### src/rtl/gemma_pkg.sv
// Shared types and AXI constants for the gemma read DMA.
package gemma_pkg;

  typedef enum logic [1:0] {
    StIdle,
    StAddr,
    StData,
    StDone
  } state_e;

  localparam logic [2:0]  SIZE_16B   = 3'b100;
  localparam logic [1:0]  BURST_INCR = 2'b01;
  localparam logic [1:0]  RESP_OKAY  = 2'b00;
  localparam int unsigned PAGE_BYTES = 4096;
  localparam int unsigned BEAT_BYTES = 16;

endpackage

### src/rtl/gemma_burst_calc.sv
// Next burst length: min(remaining, MAX_BURST, beats left before the 4 KB page boundary).
module gemma_burst_calc
  import gemma_pkg::*;
#(
  parameter int unsigned MAX_BURST = 16
) (
  input  logic [15:0] remaining,
  input  logic [11:0] page_offset,
  output logic [8:0]  len
);

  logic [12:0] page_room;
  logic [8:0]  page_beats;
  logic [15:0] cap;

  always_comb begin
    page_room  = 13'(PAGE_BYTES) - {1'b0, page_offset};
    // Offset is beat aligned, so this is exact and lies in 1..256.
    page_beats = page_room[12:4];
    cap        = (16'(MAX_BURST) < {7'd0, page_beats}) ? 16'(MAX_BURST) : {7'd0, page_beats};
    len        = (remaining < cap) ? remaining[8:0] : cap[8:0];
  end

endmodule

### src/rtl/gemma_read_dma.sv
// Single-outstanding AXI4 read DMA that streams beats into an external buffer write port.
module gemma_read_dma
  import gemma_pkg::*;
#(
  parameter int unsigned ADDR_W    = 64,
  parameter int unsigned DATA_W    = 128,
  parameter int unsigned BUF_AW    = 8,
  parameter int unsigned MAX_BURST = 16
) (
  input  logic              ap_clk,
  input  logic              ap_rst,
  input  logic              start,
  input  logic [ADDR_W-1:0] base_addr,
  input  logic [15:0]       num_beats,
  output logic              busy,
  output logic              done,
  output logic              error,
  output logic              m_axi_gmem_arvalid,
  input  logic              m_axi_gmem_arready,
  output logic [ADDR_W-1:0] m_axi_gmem_araddr,
  output logic [7:0]        m_axi_gmem_arlen,
  output logic [2:0]        m_axi_gmem_arsize,
  output logic [1:0]        m_axi_gmem_arburst,
  input  logic              m_axi_gmem_rvalid,
  output logic              m_axi_gmem_rready,
  input  logic [DATA_W-1:0] m_axi_gmem_rdata,
  input  logic              m_axi_gmem_rlast,
  input  logic [1:0]        m_axi_gmem_rresp,
  output logic              buf_wr_en,
  output logic [BUF_AW-1:0] buf_wr_addr,
  output logic [DATA_W-1:0] buf_wr_data
);

  state_e            state_q, state_d;
  logic [ADDR_W-1:0] cur_addr_q, cur_addr_d;
  logic [15:0]       remaining_q, remaining_d;
  logic [8:0]        burst_cnt_q, burst_cnt_d;
  logic [BUF_AW-1:0] wr_ptr_q, wr_ptr_d;
  logic              error_q, error_d;
  logic [8:0]        len;
  logic              beat;
  logic              last_beat;
  logic              unused_low_addr;

  assign unused_low_addr = ^base_addr[3:0];

  gemma_burst_calc #(
    .MAX_BURST(MAX_BURST)
  ) u_burst_calc (
    .remaining  (remaining_q),
    .page_offset(cur_addr_q[11:0]),
    .len        (len)
  );

  assign beat      = (state_q == StData) && m_axi_gmem_rvalid && !ap_rst;
  assign last_beat = (burst_cnt_q == 9'd1);

  always_ff @(posedge ap_clk) begin
    if (ap_rst) begin
      state_q     <= StIdle;
      cur_addr_q  <= '0;
      remaining_q <= '0;
      burst_cnt_q <= '0;
      wr_ptr_q    <= '0;
      error_q     <= 1'b0;
    end else begin
      state_q     <= state_d;
      cur_addr_q  <= cur_addr_d;
      remaining_q <= remaining_d;
      burst_cnt_q <= burst_cnt_d;
      wr_ptr_q    <= wr_ptr_d;
      error_q     <= error_d;
    end
  end

  always_comb begin
    state_d     = state_q;
    cur_addr_d  = cur_addr_q;
    remaining_d = remaining_q;
    burst_cnt_d = burst_cnt_q;
    wr_ptr_d    = wr_ptr_q;
    error_d     = error_q;
    case (state_q)
      StIdle: begin
        if (start) begin
          cur_addr_d  = {base_addr[ADDR_W-1:4], 4'b0000};
          remaining_d = num_beats;
          error_d     = 1'b0;
          wr_ptr_d    = '0;
          state_d     = (num_beats == 16'd0) ? StDone : StAddr;
        end
      end
      StAddr: begin
        // AR fields derive only from registers that hold still here, so they stay stable.
        if (m_axi_gmem_arready) begin
          burst_cnt_d = len;
          state_d     = StData;
        end
      end
      StData: begin
        if (beat) begin
          if ((m_axi_gmem_rresp != RESP_OKAY) || (m_axi_gmem_rlast != last_beat)) begin
            error_d = 1'b1;
          end
          burst_cnt_d = burst_cnt_q - 9'd1;
          remaining_d = remaining_q - 16'd1;
          cur_addr_d  = cur_addr_q + ADDR_W'(BEAT_BYTES);
          wr_ptr_d    = wr_ptr_q + BUF_AW'(1);
          if (last_beat) begin
            state_d = (remaining_q == 16'd1) ? StDone : StAddr;
          end
        end
      end
      StDone: state_d = StIdle;
      default: state_d = StIdle;
    endcase
  end

  // Outputs are forced to their idle values combinationally while reset is held.
  always_comb begin
    busy               = 1'b0;
    done               = 1'b0;
    m_axi_gmem_arvalid = 1'b0;
    m_axi_gmem_araddr  = '0;
    m_axi_gmem_arlen   = '0;
    m_axi_gmem_arsize  = SIZE_16B;
    m_axi_gmem_arburst = BURST_INCR;
    m_axi_gmem_rready  = 1'b0;
    buf_wr_en          = 1'b0;
    buf_wr_data        = '0;
    if (!ap_rst) begin
      case (state_q)
        StAddr: begin
          busy               = 1'b1;
          m_axi_gmem_arvalid = 1'b1;
          m_axi_gmem_araddr  = cur_addr_q;
          m_axi_gmem_arlen   = 8'(len - 9'd1);
        end
        StData: begin
          busy              = 1'b1;
          m_axi_gmem_rready = 1'b1;
          buf_wr_en         = m_axi_gmem_rvalid;
          buf_wr_data       = m_axi_gmem_rvalid ? m_axi_gmem_rdata : '0;
        end
        StDone:  done = 1'b1;
        default: ;
      endcase
    end
  end

  assign error       = error_q && !ap_rst;
  assign buf_wr_addr = ap_rst ? '0 : wr_ptr_q;

endmodule
### config.mk
export PLATFORM = sky130hd
export DESIGN_NAME = gemma_read_dma
export DESIGN_NICKNAME = d
export VERILOG_FILES = /design/src/rtl/gemma_pkg.sv /design/src/rtl/gemma_burst_calc.sv /design/src/rtl/gemma_read_dma.sv
export SDC_FILE = /design/constraint.sdc
export NUM_CORES = 1
export LEC_CHECK = 0
export BUFFER_PORTS_ARGS = -buffer_cell sky130_fd_sc_hd__buf_2
export CAP_MARGIN = 10
export CORE_AREA = 2 2 168 170
export CTS_BUF_LIST = sky130_fd_sc_hd__clkbuf_2
export CTS_CLUSTER_DIAMETER = 50
export DETAILED_ROUTE_END_ITERATION = 10
export DIE_AREA = 0 0 170 172
export GPL_TIMING_DRIVEN = 1
export PLACE_DENSITY = 0.6
export SYNTH_ARGS = -nofsm -noshare
export SYNTH_HDL_FRONTEND = slang
export SYNTH_HIERARCHICAL = 1
export SYNTH_SLANG_ARGS = --single-unit
### constraint.sdc
create_clock -name ap_clk -period 4.4 [get_ports ap_clk]
set_input_delay 1.1 -clock ap_clk [delete_from_list [all_inputs] [get_ports ap_clk]]
set_output_delay 1.1 -clock ap_clk [all_outputs]
set_load 0.02 [all_outputs]
# After elaboration in Yosys (flattened, before gate mapping)
# Index checks and enable logic that the tools add are counted.
[word_totals] reg_bits=100 output_inout_bits=219 wordCells=83
[op_classes] n_addsub=6 magnitude_cmp=2 eq_ne=11 mux=43 n_reduce_logical=15
[ops] op="$mux W128" n=3
[ops] op="$mux W64" n=4
[ops] op="$pmux W64 S2" n=1
[ops] op="$add A64 B5 Y64 const B" n=1
[ops] op="$mux W8" n=5
[ops] op="$mux W9" n=4
[ops] op="$mux W16" n=2
[ops] op="$pmux W16 S2" n=1
[ops] op="$pmux W9 S2" n=1
[ops] op="$eq A16 B1 Y1 const B" n=1
[ops] op="$logic_not A16 Y1" n=1
[ops] op="$lt A16 B16 Y1" n=1
[ops] op="$pmux W8 S2" n=1
[ops] op="$sub A16 B1 Y16 const B" n=1
[ops] op="$mux W1" n=13
[ops] op="$sub A13 B12 Y13 const A" n=1
[ops] op="$mux W2" n=6
[ops] op="$eq A9 B1 Y1 const B" n=1
[ops] op="$lt A5 B9 Y1 const A" n=1
[ops] op="$sub A9 B1 Y9 const B" n=1
[ops] op="$add A8 B1 Y8 const B" n=1
[ops] op="$ne A2 B2 Y1 const B" n=4
[ops] op="$pmux W2 S4" n=1
[ops] op="$reduce_and A4 Y1" n=2
[ops] op="13 further kinds" n=19

# Logic depth before layout (Yosys ltp)
# Gate-level depths: netlist (run 1).
[depth] ltp_word=8 ltp_mapped=15 ltp_nobuf=14

# Modules after synthesis
# Netlist (run 1), hierarchy kept.
[modules_own_cells] mod="gemma_read_dma" instances=1 cells_per_inst=1091 area_each_um2=7636.1
[modules_own_cells] mod="gemma_burst_calc" instances=1 cells_per_inst=61 area_each_um2=405.4

# Worst setup path before layout (run 1)
# Ideal clock, no wire load.
[synth_path] path_kind="register to output" from="register cur_addr_q[4]" to="output port m_axi_gmem_arlen[4]" t_arrival_ns=3.528 setup_slack_ns=-0.228 path_stages_with_launch=15 path_buffers=1 path_cell_list="dfxtp_1 -> or4_4 -> xor2_1 -> nand2_1 -> ha_1 -> a2111oi_0 -> nand3_1 -> a221o_1 -> buf_2 -> mux2i_1 -> inv_1 -> ha_1 -> nor3b_1 -> xnor2_1 -> nor2_1"
[synth_via] elab_chain_cells=8
[synth_rtl] element="from (decl)" line="gemma_read_dma.sv:35" rtl="logic [ADDR_W-1:0] cur_addr_q, cur_addr_d;"
[synth_rtl] element="from (signal assigned)" line="gemma_read_dma.sv:68" rtl="cur_addr_q <= cur_addr_d;"
[synth_rtl] element="$sub A13 B12 Y13 *" line="gemma_burst_calc.sv:17" rtl="page_room = 13'(PAGE_BYTES) - {1'b0, page_offset};"
[synth_rtl] element="$lt A5 B9 Y1" line="gemma_burst_calc.sv:20" rtl="cap = (16'(MAX_BURST) < {7'd0, page_beats}) ? 16'(MAX_BURST) : {7'd0, page_beats};"
[synth_rtl] element="$mux W9 *" line="gemma_burst_calc.sv:20"
[synth_rtl] element="$lt A16 B16 Y1" line="gemma_burst_calc.sv:21" rtl="len = (remaining < cap) ? remaining[8:0] : cap[8:0];"
[synth_rtl] element="$mux W9 *" line="gemma_burst_calc.sv:21"
[synth_rtl] element="named net len[0]" line="gemma_read_dma.sv:40" rtl="logic [8:0] len;"
[synth_rtl] element="$sub A8 B1 Y8 *" line="gemma_read_dma.sv:137" rtl="m_axi_gmem_arlen = 8'(len - 9'd1);"
[synth_rtl] element="$mux W8 *" line="gemma_read_dma.sv:132" rtl="case (state_q)"
[synth_rtl] element="$mux W8 *" line="gemma_read_dma.sv:131" rtl="if (!ap_rst) begin"
[synth_rtl] element="to (decl)" line="gemma_read_dma.sv:21" rtl="output logic [7:0] m_axi_gmem_arlen,"
# The timed path passes the listed nets; every way through them passes the cells marked *.

# Worst setup path in the final report (run 1)
[layout_path] from="register cur_addr_q[6]" to="output port m_axi_gmem_arlen[4]"
# The elaborated chain is that of the path after synthesis.

==> metrics.md, run 1 <==
| Metric | Value |
|---|---|
| Die width | 170 µm |
| Post-synthesis async set-or-reset flop share | 0% |
| # Max-Cap Violations | 0 |
| Min Tclk post-route | 5.09 ns |
| Layout Cells excl Fill | 1906 |
| Clock-pin slew on the worst setup and hold paths | 0.30 ns |
| EDFF count, synth | 0 |
| Crit share post-route | 116% |
| Initial antenna violation count | 19 |
| CP Data Arrival Time | 3.99 ns |
| Clk buf depth | 2 |
| Clock Latency Late Sink | 0.65 ns |
| Hold crit path type | reg -> reg |
| Synth top cells by count | and3_1, nor2_1, dfxtp_1, nand2_1, clkbuf_1 |
| Num rows | 61 |
| Port Buffers | 421 |
| CP Launch Type | register |
| Setup violators final | 8 |
| Synthesized-area fraction occupied by xor and xnor cells | 1.85% |
| Vias | 10400 |
| Final Util | 40.4% |
| Final ANT Viol Nets | 0 |
| Place WS | -0.165 ns |
| Vias/cell | 5.45 |
| Hold Fails Final Rpt | 0 |
| Cell Area, Placed | 10700 µm² |
| Share of cells above drive strength 1 | 34.9% |
| CTS tree | built |
| Mapped Cells | 1152 |
| CORE AREA | 27500 µm² |
| H-Tree Depth | 3 |
| DR WL/cell | 20.3 µm |
| IO Pins | 435 |
| Die height | 172 µm |
| GRT overflow | 0 |
| Reg-to-reg slack, setup | 1.04 ns |
| Peak VDD IR | 0.000335 V |
| Unrepaired setup endpoints after global routing | true |
| 1st-iter DRT viols | 994 |
| Run status | finished, violations left |
| Post-synthesis simple-gate area fraction | 42.1% |
| Clock Skew | 0.0580 ns |
| Pins Over Slew Limit | 0 |
| DRT Wirelength | 38700 µm |
| # nets final | 1785 |
| Worst-Margin Slew | 0.840 ns |
| DR top layer | met5 |
| DPL Wire Length | 29300 µm |
| Req. time, crit path | 3.30 ns |
| Synth unique cells | 73 |
| DR WL met3 | 3570 µm |
| WL met2 | 17500 µm |
| Rel. slew slack | 43.5% |
| Sum Neg Setup Slack | -4.62 ns |
| Starting density of the core | 29.3% |
| Pre-antenna DRT Iters | 8 |
| Synth top area share | 23.9% |
| CP Max Fanout | 5 |
| Top_reg_cell synth | dfxtp_1 |
| Num CTS Buffers | 9 |
| First-pass GRT wire length | 54400 µm |
| LEAKAGE | 5.65 nW |
| Adder-cell area share of the yosys netlist | 2.96% |
| Final Cell Area | 11100 µm² |
| CTS Root Cell | clkbuf_2 |
| Vias in the first global route | 9129 |
| Largest family of logic cells by synthesized area | simple AND/OR/NAND/NOR gates |
| Largest net degree at the start of global routing | 130 |
| Pwr dens | 572 nW/µm² |
| Placed Cells | 1877 |
| Residual DRC | 0 |
| Hold Buf Count CTS | 0 |
| Yosys reg bits | 96 |
| Worst setup EP type | primary output |
| Post-synthesis sequential area ratio | 23.9% |
| Post-Syn Area | 8040 µm² |
| Clk sinks | 96 |
| Total Routing Usage GR | 24.5% |
| Most frequent cell after synthesis | and3_1 |
| Critical path class | reg -> out |
| Area Overhead vs Synth | 38.1% |
| DRT met1 WL | 16900 µm |
| Compound-cell area share of the yosys netlist | 19.8% |
| Synth Area per Inst | 6.98 µm² |
| Top cell type by total area after synthesis | dfxtp_1 |
| Final Worst Setup Slack | -0.694 ns |
| DIE AREA | 29200 µm² |
| Violated checks | negative setup slack |
| Synth area leaders | dfxtp_1, and3_1, and2_1, nor2_1, a21oi_1 |
| Routability cong. | 0.867 |
| Multiplexer area fraction after synthesis | 2.52% |
| Synth warn | 6 |
| Max Clk Rate | 196 MHz |
==> power breakdown <==
group / internal, mW / switching, mW / leakage (nW) / total (mW)
combinational: 1.58 / 2.46 / 4.77 / 4.04
sequential: 1.21 / 0.503 / 0.790 / 1.71
clock: 0.250 / 0.357 / 0.0907 / 0.607
==> what timing repair did <==
item | 4_1_cts | 5_1_grt
pin swaps | 16 | 15
hold endpoints to repair | 0 | 0
endpoints found under the setup margin | 8 | 8
setup buffers | 2 | 6
gates resized for setup | 21 | 27
==> worst max-delay path, cell delays in order (launching register included) <==
cell and delay, ns:
dfxtp_2 0.39, or4_4 0.52, buf_4 0.16, o21a_1 0.20
ha_1 0.28, nand4_1 0.14, a211oi_2 0.21, a221o_2 0.32
mux2i_4 0.35, inv_2 0.09, ha_4 0.18, nor3b_4 0.14
xnor2_1 0.13, nor2_2 0.13, buf_6 0.12
==> registers in the layout, summed over array words and instances (netlist names) <==
signal and count:
remaining_q 16, wr_ptr_q 8, error_q 1, cur_addr_q 60, state_q 2, burst_cnt_q 9
==> layout make-up <==
cell class / count / area, µm²
sequential: 96 / 1920
multi-input combinational: 936 / 5820
clock inverter: 7 / 125
antenna: 5 / 12.5
tap: 346 / 433
fill: 2915 / 16400
timing repair buffer: 476 / 2620
clock buffer: 9 / 45.0
inverter: 31 / 118
==> per-layer routing <==
metal  track usage (%)  vias up
li1                  -     4985
met1              33.2     4895
met2              38.3      442
met3              7.58       49
met4              5.43       16
met5                 0        -
==> kinds of logic (layout without fill, tap and decap cells) <==
group	count (synthesis)	in the layout
and+or+nand+nor	619	619
other	3	22
adders and majority gates	19	19
muxes	20	20
xor gates and xnor gates	17	17
DFF	96	96
buffers and inverters	134	523
AOI/OAI and AO/OA	244	244
==> per-stage QoR <==
step,hold slack [ns],power [mW]
floorplan,0.429,4.11
global placement,0.440,5.42
detailed placement,0.450,5.47
CTS,0.507,6.19
global route,0.540,6.84
finish,0.509,6.35
==> cells in the final DEF, fill, tap and decap left out, types with 6 or more instances in the layout <==
cell type | netlist | layout
buf_6 | 0 | 12
nand2_1 | 91 | 90
nor2_1 | 104 | 95
a2111oi_0 | 14 | 13
clkbuf_2 | 0 | 9
or4_1 | 10 | 10
nor2_2 | 0 | 7
buf_2 | 5 | 413
a31oi_1 | 9 | 9
and3_1 | 156 | 156
mux2i_1 | 18 | 15
a22oi_1 | 28 | 28
inv_1 | 30 | 28
o22ai_1 | 14 | 14
dfxtp_1 | 96 | 94
a211oi_1 | 18 | 16
or3_1 | 9 | 9
nand2b_1 | 8 | 8
o21ai_0 | 43 | 42
ha_1 | 19 | 15
buf_4 | 9 | 48
and4_1 | 14 | 14
o31ai_1 | 6 | 6
and2_1 | 64 | 64
nand4_1 | 20 | 20
nor2b_1 | 19 | 19
nor4_1 | 17 | 17
a21oi_1 | 69 | 69
nand3b_1 | 6 | 6
xor2_1 | 11 | 11
nor3_1 | 38 | 36
nand3_1 | 42 | 41
conb_1 | 3 | 17
==> path summary, 6_finish.rpt <==
path	from	endpoint	cells past startpoint
worst min-delay path	wr_ptr_q[1]	wr_ptr_q[1]	2
worst max-delay path	cur_addr_q[6]	m_axi_gmem_arlen[4]	14
worst min register to register	wr_ptr_q[1]	wr_ptr_q[1]	2
worst max register to register	cur_addr_q[6]	burst_cnt_q[3]	13
No activity file was read; power rests on OpenSTA's default activity.
==> inputs of run 2 (changes only) <==
Clock period 4.4 ns to 4.45 ns, I/O delays scaled along.
==> run 2 against run 1 <==
Effect of this change: the run still ends with negative setup slack left; setup slack got worse by 0.056 ns; sequential cell count unchanged; critical path depth is 1 higher; sequential share of layout area shrank 0.19 points; via count rose by 3.8%; non-clock buffer count is 21 higher; clock power fell by 29%; global-route usage rose by 6.1 points; final cell count up 1.6%; largest power group unchanged.
==> metrics.md, run 2 (same netlist as run 1, synthesis figures left out) <==
| Metric | Value |
|---|---|
| Pre-antenna DRT Iters | 5 |
| Pwr Total | 6.19 mW |
| Unrepaired setup endpoints after global routing | true |
| Crit share post-route | 117% |
| Final ANT Viol Nets | 0 |
| Buf/Inv on CP | 3 |
| Net switching fraction of the power | 53.6% |
| Slowest Stage Delay on Critical Path | 0.50 ns |
| Max reg flops | 60 |
| Final Worst Setup Slack | -0.751 ns |
| Sum Neg Setup Slack | -5.67 ns |
| DR WL/cell | 24.7 µm |
| Largest net degree at the start of global routing | 76 |
| CP Max Fanout | 10 |
| Starting density of the core | 29.3% |
| Port Buffers | 421 |
| Rel. slew slack | 42.5% |
| Clock Latency Late Sink | 0.64 ns |
| Run status | finished, violations left |
| Biggest register | cur_addr_q |
| Slowest CP cell | a221o_2 |
| Highest-count cells in the layout ignoring fill and taps | buf_2, and3_1, nor2_1, dfxtp_1, nand2_1 |
| Met1 Track Usage GR | 37.5% |
| CORE AREA | 27500 µm² |
| Vias | 10800 |
| Hold crit path type | reg -> reg |
| Min Tclk post-route | 5.20 ns |
| Vias/cell | 5.57 |
| Die height | 172 µm |
| CP Launch Type | register |
| Top Registers | cur_addr_q: 60 flops, remaining_q: 16 flops, burst_cnt_q: 9 flops |
| Filler cells | 2916 |
| Clock network power share | 7.0% |
| Top Usage Layer GRT | met2 |
| Final Util | 40.9% |
| CP Data Arrival Time | 4.09 ns |
| DPL Wire Length | 38000 µm |
| Worst setup EP type | primary output |
| Residual DRC | 0 |
| Setup violators final | 9 |
| Clock Skew | 0.0724 ns |
| Final Cell Area | 11200 µm² |
| Clk sinks | 96 |
| 1st-iter DRT viols | 1128 |
| Vias in the first global route | 9488 |
| Max Clk Rate | 192 MHz |
| Grt met3 use | 15.9% |
| Req. time, crit path | 3.34 ns |
| Routability cong. | 0.984 |
| H-Tree Depth | 3 |
| # Max-Cap Violations | 0 |
| Clock-pin slew on the worst setup and hold paths | 0.31 ns |
| Most common cell after layout, fill and taps aside | buf_2 |
| Pwr dens | 551 nW/µm² |
| Hold Buf Count CTS | 0 |
| Met2 Use GR | 47.2% |
| DRT Wirelength | 47800 µm |
| CTS Root Cell | clkbuf_2 |
| Crit-path cells | buf_4, or3_2, nand2_1, nand3_2, ha_4, a2111oi_4, nand3_1, a221o_2, mux2i_4, nor3_2, nand2_1, buf_4, xor2_1, nor2_1, buf_4 |
| CTS tree | built |
| Die width | 170 µm |
| Total Routing Usage GR | 30.7% |
| Critical path class | reg -> out |
| Num CTS Buffers | 9 |
| Hold Fails Final Rpt | 0 |
| Cell Int Power | 2.87 mW |
| LEAKAGE | 5.72 nW |
| IO Pins | 435 |
| # nets final | 1806 |
| DIE AREA | 29200 µm² |
| Initial antenna violation count | 30 |
| Sequential power share | 27.4% |
| Most frequent CP cell | buf_4 |
| Share of cells above drive strength 1 | 35.5% |
| GRT overflow | 0 |
| NetSw | 3.32 mW |
| Worst-Margin Slew | 0.855 ns |
| Clk buf depth | 2 |
| Area Overhead vs Synth | 39.6% |
| Cell Area, Placed | 10700 µm² |
| Peak VDD IR | 0.000350 V |
| First-pass GRT wire length | 64700 µm |
| Violated checks | negative setup slack |
| Pins Over Slew Limit | 0 |
| Logic pwr share | 65.7% |
| Delay-heaviest family, CP | simple AND/OR/NAND/NOR gates |
| Num rows | 61 |
run 2: stage by stage:
step	hold WS, ns	std cells	worst slack [ns]
after floorplan	0.429	1166	0.0103
after global placement	0.453	1881	-0.117
after detailed placement	0.456	1881	-0.262
after CTS	0.517	1918	-0.760
after global routing	0.524	1923	-0.995
final	0.513	1936	-0.751
run 2: area by class of cell:
| cell class | count | area (µm²) | share of cell area, % |
|---|---|---|---|
| Antenna cell | 14 | 35.0 | 0.312 |
| Clock buffer | 10 | 50.0 | 0.446 |
| Clock inverter | 6 | 42.5 | 0.379 |
| Inverter | 31 | 118 | 1.05 |
| Multi-Input combinational cell | 936 | 5800 | 51.7 |
| Sequential cell | 96 | 1920 | 17.1 |
| Tap cell | 346 | 433 | 3.86 |
| Timing Repair Buffer | 497 | 2820 | 25.1 |
run 2: final timing paths:
path,start,depth (start not counted),slack [ns],end
setup / recovery,cur_addr_q[4],15,-0.75,m_axi_gmem_arlen[5]
hold / removal,error_q,2,0.51,error_q
setup reg to reg,cur_addr_q[4],30,-0.58,burst_cnt_q[0]
hold reg to reg,error_q,2,0.51,error_q
run 2: timing repair:
item,4_1_cts,5_1_grt
endpoints found under the setup margin,8,9
resized for setup,29,22
buffers inserted,21,5
pin swaps,9,16
run 2: tightest hold or removal path, stage by stage (launching register included):
cell and delay (ns):
dfxtp_1 0.40, a21oi_1 0.04, nor2_1 0.07
run 2: layer usage:
| metal | wire (µm) | share of wire, % | vias to the layer above |
|---|---|---|---|
| met4 | 1350 | 2.8 | 14 |
| met3 | 7460 | 16 | 74 |
| met5 | 95 | 0.20 | - |
| met1 | 17900 | 37 | 5071 |
| met2 | 21000 | 44 | 592 |
| li1 | - | - | 5029 |
run 2: power groups by stage:
| stage | registers [mW] | logic (mW) | clock network, mW |
|---|---|---|---|
| 2_1_floorplan | 1.55 | 2.52 | 0 |
| 3_3_place_gp | 1.67 | 3.67 | 0 |
| 3_5_place_dp | 1.68 | 3.73 | 0 |
| 4_1_cts | 1.66 | 3.94 | 0.448 |
| 5_1_grt | 1.76 | 4.42 | 0.486 |
| 6_report | 1.69 | 4.06 | 0.432 |
